===== src/rtl/wb_trace_uart_tx.sv =====
// Write-back trace transmitter: buffers committed words in a FIFO and streams each one
// over an 8N1 UART line as a 0xA5-prefixed 5-byte frame, most significant byte first.
module wb_trace_uart_tx #(
    parameter int unsigned CLKS_PER_BIT = 868,
    parameter int unsigned FIFO_DEPTH   = 16,
    parameter logic [7:0]  HEADER       = 8'hA5
) (
    input  logic        clk,
    input  logic        reset,
    input  logic        inValid,
    input  logic [31:0] inData,
    output logic        txSerial,
    output logic        pipeEnable,
    output logic        busy,
    output logic        overflow
);

    localparam int unsigned PTR_W  = (FIFO_DEPTH > 1) ? $clog2(FIFO_DEPTH) : 1;
    localparam int unsigned CNT_W  = $clog2(FIFO_DEPTH + 1);
    localparam int unsigned BAUD_W = (CLKS_PER_BIT > 1) ? $clog2(CLKS_PER_BIT) : 1;

    localparam logic [CNT_W-1:0]  FULL      = CNT_W'(FIFO_DEPTH);
    localparam logic [BAUD_W-1:0] BAUD_LAST = BAUD_W'(CLKS_PER_BIT - 1);

    typedef enum logic [1:0] {
        IDLE,
        START,
        DATA,
        STOP
    } txStateT;

    txStateT           state;
    logic [31:0]       fifoMem [FIFO_DEPTH];
    logic [PTR_W-1:0]  rdPtr;
    logic [PTR_W-1:0]  wrPtr;
    logic [CNT_W-1:0]  count;
    logic [BAUD_W-1:0] baudCnt;
    logic [2:0]        bitIdx;
    logic [2:0]        byteIdx;
    logic [7:0]        shiftReg;
    logic [31:0]       frameWord;
    logic              pushC;
    logic              popC;

    // Full is judged on the pre-edge count, so a same-cycle pop never frees room for a push.
    assign pushC      = inValid && (count != FULL);
    assign popC       = (state == IDLE) && (count != '0);
    assign pipeEnable = (count != FULL);
    assign busy       = (state != IDLE) || (count != '0);

    // Byte 1..4 of a frame is frameWord MSB-first; byte 0 is the header.
    function automatic logic [7:0] pickByte(input logic [31:0] word, input logic [2:0] idx);
        logic [7:0] b;
        case (idx)
            3'd1:    b = word[31:24];
            3'd2:    b = word[23:16];
            3'd3:    b = word[15:8];
            default: b = word[7:0];
        endcase
        return b;
    endfunction

    // Capture storage needs no reset; validity is tracked by count and pointers.
    always_ff @(posedge clk) begin
        if (pushC) begin
            fifoMem[wrPtr] <= inData;
        end
    end

    always_ff @(posedge clk) begin
        if (reset) begin
            state     <= IDLE;
            txSerial  <= 1'b1;
            overflow  <= 1'b0;
            rdPtr     <= '0;
            wrPtr     <= '0;
            count     <= '0;
            baudCnt   <= '0;
            bitIdx    <= '0;
            byteIdx   <= '0;
            shiftReg  <= '0;
            frameWord <= '0;
        end else begin
            if (pushC) begin
                wrPtr <= wrPtr + PTR_W'(1);
            end
            if (popC) begin
                rdPtr <= rdPtr + PTR_W'(1);
            end
            case ({pushC, popC})
                2'b10:   count <= count + CNT_W'(1);
                2'b01:   count <= count - CNT_W'(1);
                default: count <= count;
            endcase
            if (inValid && (count == FULL)) begin
                overflow <= 1'b1;
            end

            // Line FSM; txSerial always takes the level of the state being entered.
            case (state)
                IDLE: begin
                    txSerial <= 1'b1;
                    baudCnt  <= '0;
                    if (popC) begin
                        frameWord <= fifoMem[rdPtr];
                        shiftReg  <= HEADER;
                        byteIdx   <= '0;
                        state     <= START;
                        txSerial  <= 1'b0;
                    end
                end
                START: begin
                    if (baudCnt == BAUD_LAST) begin
                        baudCnt  <= '0;
                        bitIdx   <= '0;
                        state    <= DATA;
                        txSerial <= shiftReg[0];
                    end else begin
                        baudCnt <= baudCnt + BAUD_W'(1);
                    end
                end
                DATA: begin
                    if (baudCnt == BAUD_LAST) begin
                        baudCnt  <= '0;
                        shiftReg <= shiftReg >> 1;
                        if (bitIdx == 3'd7) begin
                            state    <= STOP;
                            txSerial <= 1'b1;
                        end else begin
                            bitIdx   <= bitIdx + 3'd1;
                            txSerial <= shiftReg[1];
                        end
                    end else begin
                        baudCnt <= baudCnt + BAUD_W'(1);
                    end
                end
                STOP: begin
                    if (baudCnt == BAUD_LAST) begin
                        baudCnt <= '0;
                        if (byteIdx < 3'd4) begin
                            byteIdx  <= byteIdx + 3'd1;
                            shiftReg <= pickByte(frameWord, byteIdx + 3'd1);
                            state    <= START;
                            txSerial <= 1'b0;
                        end else begin
                            state    <= IDLE;
                            txSerial <= 1'b1;
                        end
                    end else begin
                        baudCnt <= baudCnt + BAUD_W'(1);
                    end
                end
                default: begin
                    state    <= IDLE;
                    txSerial <= 1'b1;
                end
            endcase
        end
    end

endmodule

===== config.mk =====
export PLATFORM = sky130hd
export DESIGN_NAME = wb_trace_uart_tx
export DESIGN_NICKNAME = d
export VERILOG_FILES = /design/src/rtl/wb_trace_uart_tx.sv
export SDC_FILE = /design/constraint.sdc
export NUM_CORES = 1
export LEC_CHECK = 0
export CELL_PAD_IN_SITES_DETAIL_PLACEMENT = 1
export CELL_PAD_IN_SITES_GLOBAL_PLACEMENT = 2
export CORE_MARGIN = 2
export CORE_UTILIZATION = 40
export CTS_CLUSTER_SIZE = 14
export DETAILED_ROUTE_END_ITERATION = 16
export PLACE_DENSITY_LB_ADDON = 0.2
export SLEW_MARGIN = 20
export SYNTH_ARGS = -nofsm -noshare
export SYNTH_HDL_FRONTEND = slang
export SYNTH_SLANG_ARGS = --single-unit
export TNS_END_PERCENT = 10

===== constraint.sdc =====
create_clock -name clk -period 5.06 [get_ports clk]
set_clock_uncertainty 0.15 [all_clocks]
set_input_delay 1.265 -clock clk [delete_from_list [all_inputs] [get_ports clk]]
set_output_delay 1.265 -clock clk [all_outputs]
set_load 0.01 [all_outputs]

==> results.json <==
{
  "status": "finished, final reports clean",
  "synth_nets": 1220,
  "worst_setup_path_start_kind": "register",
  "p_int_mw": 9.447,
  "grt_max_degree": 83,
  "synth_cell_types": 62,
  "worstPathMaxFanout": 10,
  "critPathRequiredTime_ps": 3640,
  "finalWirelength_um": 55780,
  "slew_violations": 0,
  "worstReg2RegStart": "count[1]$_SDFFE_PP0P_",
  "drtAntennaViolNets": 0,
  "setup_viol": 0,
  "hold_class": "reg2reg",
  "die_h_um": 243.6,
  "drc": 0,
  "syn_area_um2": 22950,
  "fin_nets": 1293,
  "numCtsBuffers": 66,
  "netlist_instances": 1166,
  "ys_seq_elements": 585,
  "rows": 87,
  "wl_per_cell_um": 27.25,
  "clock_latency_ps": 600,
  "synth-seq-area-share_pct": 73.35,
  "tightest_slew_ps": 1024,
  "tns_ps": 0,
  "hold_viol": 0,
  "grt_util_all_layers_pct": 19.34,
  "ioPinCount": 39,
  "ir_drop_mv": 0.3094,
  "vias_per_cell": 5.561,
  "dieArea_um2": 59320,
  "diodes": 0,
  "p_comb_share_pct": 19.9,
  "place.gp.congestion": 0.7333,
  "synth_fa_ha_area_share_pct": 1.036,
  "synthSimpleGateAreaFrac_pct": 3.570,
  "drt_iter0_markers": 1019,
  "startpoint": "state[0]$_SDFFE_PP0P_",
  "power_frac_clock_pct": 36.0,
  "hold_path_depth": 2,
  "cp-end-kind": "primary output",
  "r2r_cells": 10,
  "path_clk_slew_ps": 50,
  "slew_headroom_pct": 31.43,
  "min_period_ps": 4325,
  "fmax_ghz": 0.2312,
  "synth_edf_count": 512,
  "finalCritPeriodShare_pct": 85.48,
  "hold_ws_ps": 307.8,
  "synth_top_family_by_area": "multiplexers",
  "critPathArrivalTime_ps": 2910,
  "die-width_um": 243.6,
  "powerDensity_nw_per_um2": 491.4,
  "power.switching_mw": 3.570,
  "pwr-share-seq_pct": 44.1,
  "synth_xor_xnor_area_share_pct": 0.7250,
  "cts_buffer_depth": 3,
  "setup_ws_ps": 734.9,
  "synth_mux_area_share_pct": 15.75,
  "grt_pass1_vias": 12140,
  "dpl.hpwl_um": 34150,
  "portBuffers": 38,
  "swShare_pct": 27.43,
  "core-area_um2": 56600,
  "num_vias": 11380,
  "ctsResizeCount": 0,
  "start_util_pct": 40.55,
  "ys.flop_type": "edfxtp_1",
  "postCtsHoldBufs": 0,
  "h-tree-depth": 3,
  "synth_compound_area_share_pct": 3.892,
  "path_class": "reg2out",
  "yosysTopAreaCellShare_pct": 66.98,
  "grt_pass1_wl_um": 83690,
  "rsz0062_at_grt": "no",
  "yosys-top-cells-area": "edfxtp_1, mux4_2, dfxtp_1",
  "drv_cap": 0,
  "antenna_found_initial": 1,
  "syn_avg_cell_area_um2": 19.69,
  "rrSetupSlack_ps": 1740,
  "post_cts_buffers": 0,
  "p_leak_nw": 8.252,
  "overflow": 0,
  "clock-root-buffer": "clkbuf_16",
  "yosysTopAreaCell": "edfxtp_1",
  "dr.pass1.iters": 5,
  "cts_sinks": 585,
  "hp-start": "bitIdx[2]$_SDFFE_PP0P_",
  "final_layout_size_suffix_gt1_share_pct": 24.79,
  "cts_tree": "built",
  "syn_to_final_growth_pct": 15.41,
  "yosysWarnings": 0,
  "ys_async_sr_fraction_pct": 0,
  "dp_slack_ps": 1195
}
==> cell usage after synthesis (all sizes together), types with 7 or more instances <==
cell type and instances:
clkbuf 27, mux2i 35, a21oi 19, mux2 34, inv 11, buf 36, nor2b 9, a221o 32
xnor2 7, nor2 76, o211ai 9, o21ai 11, xor2 12, nor3 7, a31oi 7, nand2b 8
a222oi 8, nand3 13, dfxtp 73, mux4 128, ha 19, nand2 22, edfxtp 512
==> cell families after synthesis <==
kind of cell	count (synthesis)
flops	585
mux	197
simple gates	163
compound gates	109
buf+inv	74
xor+xnor	19
fa+ha+maj	19
==> critical path: stages (launching register included) <==
cell,delay [ps]
dfxtp_1,330
inv_1,110
ha_1,480
nor2b_1,260
and2_0,400
inv_1,210
clkdlybuf4s50_1,530
==> per-layer routing <==
metal | track usage [%] | part of all wire [%] | vias up
li1 | - | - | 4931
met1 | 28.54 | 47 | 6134
met2 | 29.88 | 46 | 247
met3 | 3.294 | 4.3 | 71
met4 | 5.057 | 2.0 | 0
met5 | 0 | 0 | -
==> worst paths after layout <==
| check | to |
|---|---|
| hold reg to reg | bitIdx[2]$_SDFFE_PP0P_ |
| hold / removal | bitIdx[2]$_SDFFE_PP0P_ |
| setup / recovery | busy |
| setup reg to reg | count[4]$_SDFFE_PP0P_ |
==> flip-flops by register name (all words and copies together), names as in the netlist, 4 cells and up <==
signal     count
baudCnt       10
count          5
fifoMem      512
frameWord     32
rdPtr          4
shiftReg       8
wrPtr          4
==> metrics by stage <==
stage	power (mW)	utilization (%)	instance area, µm²	instances
final	13.02	46.80	26490	2047
after CTS	13.19	46.80	26490	2047
after floorplan	7.596	-	22950	1166
after global routing	13.55	46.80	26490	2047
after global placement	8.431	43.04	24360	1927
after detailed placement	8.470	43.04	24360	1927
==> power groups by stage <==
stage / clock, mW / sequential [mW] / combinational (mW)
floorplan: 0 / 5.68 / 1.91
global placement: 0 / 5.83 / 2.60
detailed placement: 0 / 5.85 / 2.62
CTS: 4.81 / 5.75 / 2.64
global route: 4.97 / 5.78 / 2.80
finish: 4.69 / 5.74 / 2.59
==> cells in the final DEF (no fill, tap or decap), drive strengths merged, types with 5 or more instances in the layout <==
cell type        n
nand2           22
clkbuf          89
a221o           32
a21boi           5
mux2            34
nand3           13
ha              19
a21oi           19
nor3             7
dfxtp           73
a311oi           5
mux4           128
o211ai           9
mux2i           35
edfxtp         512
a222oi           8
clkdlybuf4s50   38
buf             30
clkinv          20
xor2            12
nor2b            9
o21ai           11
nand2b           8
nor2            76
xnor2            7
a31oi            7
inv             15
==> cell type report <==
type                       count  area (µm²)
timing repair buffer          68       680.7
clock buffer                  89        1821
clock inverter                31       307.8
fill                        5228       30110
sequential                   585       16850
tap                          756       945.9
inverter                      11       41.29
multi-input combinational    507        5849
Note: power is estimated with default switching activity, not from simulation.
